[src/rtl/lcd_multi_channel_display.sv]
// HD44780-class 2x16 character LCD driver: init sequence, then an endless loop of
// frames showing N_CH snapshotted 16-bit channels as "Sk:ddd" decimal fields.
module lcd_multi_channel_display #(
    parameter int TICK_DIV    = 50000,
    parameter int N_CH        = 3,
    parameter int DIGITS      = 3,
    parameter int LZ_BLANK    = 1,
    parameter int PWRUP_STEPS = 20,
    parameter int CLR_STEPS   = 2
) (
    input  logic                 clk,
    input  logic                 reset,
    input  logic [16*N_CH-1:0]   val,
    output logic                 rs,
    output logic                 rw,
    output logic                 en,
    output logic [7:0]           data,
    output logic                 init_done,
    output logic                 frame_done
);

    localparam int TW = $clog2(TICK_DIV);
    localparam int SW = 16;
    localparam logic [TW-1:0] TICK_LAST = TW'(TICK_DIV - 1);
    localparam logic [TW-1:0] TICK_HALF = TW'(TICK_DIV / 2);
    localparam logic [TW-1:0] CONV_LAST = TW'(16);

    typedef enum logic [3:0] {
        PWR_WAIT,
        INIT,
        CLR_WAIT,
        FRAME_START,
        CONV,
        ADDR,
        LABEL,
        DIGIT,
        FRAME_END
    } state_t;

    state_t          state_q;
    logic [TW-1:0]   tick_q;
    logic [SW-1:0]   sub_q;
    logic [1:0]      k_q;
    logic            wr_q;
    logic            rs_q;
    logic            en_q;
    logic [7:0]      data_q;
    logic            init_done_q;
    logic            frame_done_q;

    logic [15:0]     snap_q [N_CH];
    logic [15:0]     snap_sel;
    logic [15:0]     bin_q;
    logic [19:0]     bcd_q;
    logic            step_end;

    assign step_end   = (tick_q == TICK_LAST);
    assign rs         = rs_q;
    assign rw         = 1'b0;
    assign en         = en_q;
    assign data       = data_q;
    assign init_done  = init_done_q;
    assign frame_done = frame_done_q;

    function automatic logic [7:0] init_cmd(input logic [SW-1:0] idx);
        case (idx)
            16'd0, 16'd1: return 8'h38;
            16'd2:        return 8'h0C;
            16'd3:        return 8'h01;
            default:      return 8'h06;
        endcase
    endfunction

    function automatic logic [7:0] addr_cmd(input logic [1:0] k);
        return 8'h80 | (k[1] ? 8'h40 : 8'h00) | (k[0] ? 8'h08 : 8'h00);
    endfunction

    // One double-dabble iteration: add-3 correction on every BCD digit, then shift.
    function automatic logic [35:0] dd_step(input logic [19:0] bcd, input logic [15:0] bin);
        logic [19:0] b;
        b = bcd;
        for (int i = 0; i < 5; i++) begin
            if (b[4*i +: 4] >= 4'd5) b[4*i +: 4] = b[4*i +: 4] + 4'd3;
        end
        return {b, bin} << 1;
    endfunction

    // Character for digit position pos (0 = most significant) of the converted value.
    function automatic logic [7:0] digit_char(input logic [19:0] bcd, input int pos);
        int         d;
        logic       over;
        logic       lead;
        logic [3:0] nib;
        d    = DIGITS - 1 - pos;
        over = |(bcd >> (4 * DIGITS));
        lead = (LZ_BLANK != 0) && (d != 0);
        for (int i = 0; i < 4; i++) begin
            if (i < DIGITS && i >= d && 4'(bcd >> (4 * i)) != 4'd0) lead = 1'b0;
        end
        nib = 4'(bcd >> (4 * d));
        if (over) return 8'h2D;
        if (lead) return 8'h20;
        return 8'h30 + {4'h0, nib};
    endfunction

    always_comb begin
        snap_sel = snap_q[0];
        for (int i = 1; i < N_CH; i++) begin
            if (k_q == 2'(i)) snap_sel = snap_q[i];
        end
    end

    // Step sequencer: registered LCD outputs change on the edge that starts a step.
    always_ff @(posedge clk or negedge reset) begin
        if (!reset) begin
            state_q      <= PWR_WAIT;
            tick_q       <= '0;
            sub_q        <= '0;
            k_q          <= '0;
            wr_q         <= 1'b0;
            rs_q         <= 1'b0;
            en_q         <= 1'b0;
            data_q       <= 8'h00;
            init_done_q  <= 1'b0;
            frame_done_q <= 1'b0;
        end else begin
            frame_done_q <= 1'b0;
            tick_q       <= step_end ? '0 : tick_q + 1'b1;

            if (tick_q == '0 && wr_q) en_q <= 1'b1;
            else if (tick_q == TICK_HALF) en_q <= 1'b0;

            if (step_end) begin
                wr_q <= 1'b0;
                case (state_q)
                    PWR_WAIT: begin
                        if (sub_q == SW'(PWRUP_STEPS - 1)) begin
                            state_q <= INIT;
                            sub_q   <= '0;
                            rs_q    <= 1'b0;
                            data_q  <= init_cmd('0);
                            wr_q    <= 1'b1;
                        end else begin
                            sub_q <= sub_q + 1'b1;
                        end
                    end
                    INIT: begin
                        if (sub_q == SW'(3)) begin
                            state_q <= CLR_WAIT;
                            sub_q   <= '0;
                        end else if (sub_q == SW'(4)) begin
                            state_q     <= FRAME_START;
                            sub_q       <= '0;
                            init_done_q <= 1'b1;
                        end else begin
                            sub_q  <= sub_q + 1'b1;
                            rs_q   <= 1'b0;
                            data_q <= init_cmd(sub_q + 1'b1);
                            wr_q   <= 1'b1;
                        end
                    end
                    CLR_WAIT: begin
                        if (sub_q == SW'(CLR_STEPS - 1)) begin
                            state_q <= INIT;
                            sub_q   <= SW'(4);
                            rs_q    <= 1'b0;
                            data_q  <= init_cmd(SW'(4));
                            wr_q    <= 1'b1;
                        end else begin
                            sub_q <= sub_q + 1'b1;
                        end
                    end
                    FRAME_START: begin
                        state_q <= CONV;
                        k_q     <= '0;
                    end
                    CONV: begin
                        state_q <= ADDR;
                        rs_q    <= 1'b0;
                        data_q  <= addr_cmd(k_q);
                        wr_q    <= 1'b1;
                    end
                    ADDR: begin
                        state_q <= LABEL;
                        sub_q   <= '0;
                        rs_q    <= 1'b1;
                        data_q  <= 8'h53;
                        wr_q    <= 1'b1;
                    end
                    LABEL: begin
                        rs_q <= 1'b1;
                        wr_q <= 1'b1;
                        if (sub_q == SW'(0)) begin
                            sub_q  <= SW'(1);
                            data_q <= 8'h31 + {6'd0, k_q};
                        end else if (sub_q == SW'(1)) begin
                            sub_q  <= SW'(2);
                            data_q <= 8'h3A;
                        end else begin
                            state_q <= DIGIT;
                            sub_q   <= '0;
                            data_q  <= digit_char(bcd_q, 0);
                        end
                    end
                    DIGIT: begin
                        if (sub_q == SW'(DIGITS - 1)) begin
                            if (k_q == 2'(N_CH - 1)) begin
                                state_q      <= FRAME_END;
                                frame_done_q <= 1'b1;
                            end else begin
                                state_q <= CONV;
                                k_q     <= k_q + 2'd1;
                            end
                        end else begin
                            sub_q  <= sub_q + 1'b1;
                            rs_q   <= 1'b1;
                            data_q <= digit_char(bcd_q, int'(sub_q) + 1);
                            wr_q   <= 1'b1;
                        end
                    end
                    FRAME_END: begin
                        state_q <= FRAME_START;
                    end
                    default: begin
                        state_q <= PWR_WAIT;
                        sub_q   <= '0;
                    end
                endcase
            end
        end
    end

    // Datapath: frame snapshot at FRAME_START, 16 conversion iterations early in CONV.
    always_ff @(posedge clk) begin
        if (state_q == FRAME_START && tick_q == '0) begin
            for (int i = 0; i < N_CH; i++) snap_q[i] <= val[16*i +: 16];
        end
        if (state_q == CONV) begin
            if (tick_q == '0) begin
                bin_q <= snap_sel;
                bcd_q <= '0;
            end else if (tick_q <= CONV_LAST) begin
                {bcd_q, bin_q} <= dd_step(bcd_q, bin_q);
            end
        end
    end

endmodule

[config.mk]
export PLATFORM = sky130hd
export DESIGN_NAME = lcd_multi_channel_display
export DESIGN_NICKNAME = d
export VERILOG_FILES = /design/src/rtl/lcd_multi_channel_display.sv
export SDC_FILE = /design/constraint.sdc
export NUM_CORES = 1
export LEC_CHECK = 0
export CAP_MARGIN = 20
export CORE_MARGIN = 2
export CORE_UTILIZATION = 55
export CTS_BUF_LIST = sky130_fd_sc_hd__clkbuf_16
export DETAILED_ROUTE_END_ITERATION = 10
export PLACE_DENSITY = 0.88
export SLEW_MARGIN = 10
export SYNTH_ARGS = -nofsm -noshare
export SYNTH_HDL_FRONTEND = slang
export SYNTH_SLANG_ARGS = --single-unit
[constraint.sdc]
create_clock -name clk -period 6.3 [get_ports clk]
set_clock_uncertainty 0.1 [all_clocks]
set_input_delay 1.89 -clock clk [delete_from_list [all_inputs] [get_ports clk]]
set_output_delay 1.89 -clock clk [all_outputs]
set_load 0.1 [all_outputs]
==> metrics.txt <==
# TYPE chip_impl_metric gauge
chip_impl_metric{name="tightestPinTransition",unit="ps"} 1070
chip_impl_metric{name="number_of_antenna_violations_at_the_first_check_in_global_routing",unit=""} 0
chip_impl_metric{name="slew_headroom",unit=""} 0.286
chip_impl_metric{name="cts_buffer_depth",unit=""} 2
chip_impl_metric{name="synth-compound-area-share",unit=""} 0.136
chip_impl_metric{name="timing.hold.ws",unit="ps"} 379
chip_impl_metric{name="cts-resized-gates",unit=""} 0
chip_impl_metric{name="cp_max_stage_delay",unit="ps"} 1150
chip_impl_info{name="worst_hold_path_type",value="flip-flop to flip-flop"} 1
chip_impl_info{name="ys.flop_type",value="sky130_fd_sc_hd__edfxtp_1"} 1
chip_impl_metric{name="post_drt_via_cell_ratio",unit=""} 5.98
chip_impl_metric{name="synthesis.area",unit="mm^2"} 0.00731
chip_impl_metric{name="global_placer_s_final_weighted_congestion",unit=""} 0.917
chip_impl_info{name="synth_top_cells_by_area",value="sky130_fd_sc_hd__edfxtp_1 35%, sky130_fd_sc_hd__dfrtp_1 17%, sky130_fd_sc_hd__ha_1 4.4%, sky130_fd_sc_hd__nand2_1 4.0%, sky130_fd_sc_hd__nor2_1 3.7%"} 1
chip_impl_info{name="yosys.area.top_type",value="sky130_fd_sc_hd__edfxtp_1"} 1
chip_impl_metric{name="start_util",unit=""} 0.559
chip_impl_metric{name="pwrdens",unit="mW/mm^2"} 234
chip_impl_metric{name="yosysUniqueCellTypes",unit=""} 65
chip_impl_metric{name="area_of_the_die",unit="mm^2"} 0.0142
chip_impl_info{name="timing.critical_path.from_type",value="flip-flop"} 1
chip_impl_metric{name="period_needed",unit="ps"} 3930
chip_impl_metric{name="hold_viol",unit=""} 0
chip_impl_metric{name="final_layout_size_suffix_gt1_frac",unit=""} 0.0684
chip_impl_metric{name="overall_via_count_from_detail_route",unit=""} 5771
chip_impl_metric{name="clock_insertion_delay_worst_skew",unit="ps"} 430
chip_impl_metric{name="drtAntennaViolNets",unit=""} 0
chip_impl_metric{name="syn_inst",unit=""} 724
chip_impl_metric{name="num-nets-final",unit=""} 852
chip_impl_metric{name="fin_crit_sh",unit=""} 0.624
chip_impl_info{name="most_common_cell_in_the_synthesized_netlist",value="sky130_fd_sc_hd__edfxtp_1"} 1
chip_impl_metric{name="dp_wirelength",unit="mm"} 10.9
chip_impl_info{name="cts_tree",value="done"} 1
chip_impl_metric{name="postSynthAreaPerCell",unit="um^2"} 10.1
chip_impl_metric{name="drt-initial-drc-count",unit=""} 672
chip_impl_metric{name="die-height",unit="um"} 119
chip_impl_metric{name="grt_pass1_vias",unit=""} 5728
chip_impl_metric{name="fin_util",unit=""} 0.664
chip_impl_metric{name="cts_sinks",unit=""} 135
chip_impl_metric{name="asyncSetResetFlopFracSynth",unit=""} 0.378
chip_impl_info{name="worst-setup-path-type",value="flip-flop to primary output"} 1
chip_impl_metric{name="die_width",unit="um"} 119
chip_impl_metric{name="setup_total_negative_slack",unit="ps"} 0
chip_impl_metric{name="synthXorXnorAreaFrac",unit=""} 0.0240
chip_impl_metric{name="post_synth_fa_ha_maj_area_fraction",unit=""} 0.0445
chip_impl_metric{name="globalRouteOverflowTotal",unit=""} 0
chip_impl_info{name="synth_commonest_cells",value="84 x sky130_fd_sc_hd__edfxtp_1, 78 x sky130_fd_sc_hd__nand2_1, 73 x sky130_fd_sc_hd__nor2_1, 51 x sky130_fd_sc_hd__dfrtp_1, 50 x sky130_fd_sc_hd__o21ai_0"} 1
chip_impl_metric{name="core-area",unit="mm^2"} 0.0131
chip_impl_metric{name="floorplan.rows",unit=""} 42
chip_impl_metric{name="synth_simple_gate_area_share",unit=""} 0.202
chip_impl_info{name="clock-root-buffer",value="sky130_fd_sc_hd__clkbuf_16"} 1
chip_impl_info{name="critPathSlowestCell",value="sky130_fd_sc_hd__clkdlybuf4s50_1"} 1
chip_impl_metric{name="dp.cells",unit=""} 933
chip_impl_metric{name="routed_wl_per_cell",unit="um"} 17.1
chip_impl_info{name="result_of_the_run",value="finished, final reports clean"} 1
chip_impl_info{name="timing.critical_path.cells",value="clkdlybuf4s50_1"} 1
chip_impl_metric{name="wl_final",unit="mm"} 16.5
chip_impl_metric{name="maximum_number_of_pins_on_one_net_before_global_route_repair",unit=""} 52
chip_impl_metric{name="max-cap-violations",unit=""} 0
chip_impl_metric{name="post-cts-setup-buffers",unit=""} 0
chip_impl_metric{name="drv_slew",unit=""} 0
chip_impl_info{name="synth_top_family_by_area",value="simple AND/OR/NAND/NOR gates"} 1
chip_impl_info{name="crit_family",value="buffers and inverters"} 1
chip_impl_metric{name="layout.cells.non_filler",unit=""} 965
chip_impl_metric{name="io_buffer_count",unit=""} 61
chip_impl_metric{name="clkTransAtPathRegs",unit="ps"} 60
chip_impl_metric{name="drc",unit=""} 0
chip_impl_metric{name="antenna-diode-count",unit=""} 0
chip_impl_metric{name="worst-path-buf-inv",unit=""} 1
chip_impl_metric{name="grt_util_all_layers",unit=""} 0.242
chip_impl_metric{name="p_leak",unit="nW"} 3.34
chip_impl_metric{name="synth-seq-area-share",unit=""} 0.520
chip_impl_metric{name="grt_first_pass_wirelength",unit="mm"} 27.5
chip_impl_metric{name="achievable-frequency",unit="MHz"} 254
chip_impl_info{name="rsz_0062_raised_after_global_routing",value="no"} 1
chip_impl_info{name="worstSetupEndpointType",value="primary output"} 1
chip_impl_metric{name="worst_ep_required_time",unit="ps"} 4310
chip_impl_metric{name="cp_max_fo",unit=""} 2
chip_impl_metric{name="synth.yosys.warnings",unit=""} 0
chip_impl_metric{name="irDropWorstVdd",unit="mV"} 0.236
chip_impl_metric{name="drt-pass1-iter-count",unit=""} 7
chip_impl_metric{name="yosys-mux-area-fraction",unit=""} 0.0380
chip_impl_metric{name="pin_count",unit=""} 63
chip_impl_metric{name="cts_buffers",unit=""} 17
chip_impl_metric{name="synth_top_area_share",unit=""} 0.345
chip_impl_metric{name="number_of_synthesized_register_bits",unit=""} 135
chip_impl_metric{name="synth_enable_flop_cells",unit=""} 84
chip_impl_metric{name="post_cts_hold_buffer_count",unit=""} 0
chip_impl_metric{name="setup_viol",unit=""} 0
chip_impl_metric{name="synthesis.nets",unit=""} 800
chip_impl_metric{name="htreeDepth",unit=""} 4
chip_impl_metric{name="critPathArrivalTime",unit="ps"} 1940
chip_impl_metric{name="area_delta_synth_final",unit="%"} 18.8
## flip-flops by register name, summed over array words and instances, names as in the netlist
signal	flops
bcd_q	20
bin_q	16
data	8
en	1
frame_done	1
init_done	1
k_q	2
rs	1
snap_q	48
state_q	4
sub_q	16
tick_q	16
wr_q	1
## where the power goes
part / leakage (nW) / internal [W] / switching, W
clock: 0.310 / 0.000665 / 0.000389
combinational: 1.58 / 0.0000263 / 0.0000133
sequential: 1.45 / 0.000938 / 0
total: 3.34 / 0.00163 / 0.000402
## per-layer routing
metal,vias to the layer above,global-route usage,part of all wire
met1,2749,0.315,0.42
li1,2744,-,-
met4,0,0.105,0.030
met5,-,0,0
met3,55,0.0503,0.058
met2,223,0.393,0.50
## path summary, 6_finish.rpt
| check | slack [ps] | from | endpoint | cells after the start |
|---|---|---|---|---|
| max | 2370 | data[2]$_DFFE_PN0P_ | data[2] | 1 |
| min | 380 | rs$_DFFE_PN0P_ | rs$_DFFE_PN0P_ | 2 |
| min reg2reg | 380 | rs$_DFFE_PN0P_ | rs$_DFFE_PN0P_ | 2 |
| max in group asynchronous | 4190 | reset | tick_q[6]$_DFF_PN0_ | 2 |
| max reg2reg | 2410 | tick_q[10]$_DFF_PN0_ | sub_q[11]$_DFFE_PN0P_ | 7 |
| min in group asynchronous | 1480 | reset | sub_q[11]$_DFFE_PN0P_ | 2 |
## layout by cell type (no fill, tap or decap), types with 21 or more instances in the layout
cell type,instances
sky130_fd_sc_hd__o21ai_0,50
sky130_fd_sc_hd__nor2_1,73
sky130_fd_sc_hd__nand3_1,27
sky130_fd_sc_hd__nand2_1,78
sky130_fd_sc_hd__edfxtp_1,84
sky130_fd_sc_hd__clkdlybuf4s50_1,60
sky130_fd_sc_hd__ha_1,25
sky130_fd_sc_hd__inv_1,35
sky130_fd_sc_hd__mux2i_1,21
sky130_fd_sc_hd__a21oi_1,47
sky130_fd_sc_hd__dfrtp_1,51
## per-stage QoR
stage               power, W  worst slack [ps]  instance area, um^2
finish               0.00203              2370                 8680
global placement    0.000995              2510                 8050
detailed placement  0.000996              2470                 8050
CTS                  0.00204              2360                 8680
global route         0.00208              2070                 8680
floorplan           0.000959              1270                 7310
## cells by family after synthesis
kind of cell,Yosys count
compound gates,160
xor+xnor,20
fa+ha+maj,26
buf+inv,65
flops,135
mux,24
other cells,1
simple gates,293
## cell type report
class | count | area [um^2]
Tap cell | 176 | 220
Inverter | 33 | 124
Multi-Input combinational cell | 524 | 3280
Clock buffer | 17 | 425
Timing Repair Buffer | 65 | 636
Fill cell | 946 | 4400
Clock inverter | 15 | 203
Sequential cell | 135 | 3800
## worst register-to-register path: stages (launching register included)
cell	delay, ps
sky130_fd_sc_hd__dfrtp_1	420
sky130_fd_sc_hd__or3_1	400
sky130_fd_sc_hd__or4_4	450
sky130_fd_sc_hd__nor3_4	550
sky130_fd_sc_hd__o2111ai_1	570
sky130_fd_sc_hd__nor2_1	920
sky130_fd_sc_hd__o21ai_0	200
sky130_fd_sc_hd__a31oi_1	210
(Power assumes the default switching activity.)
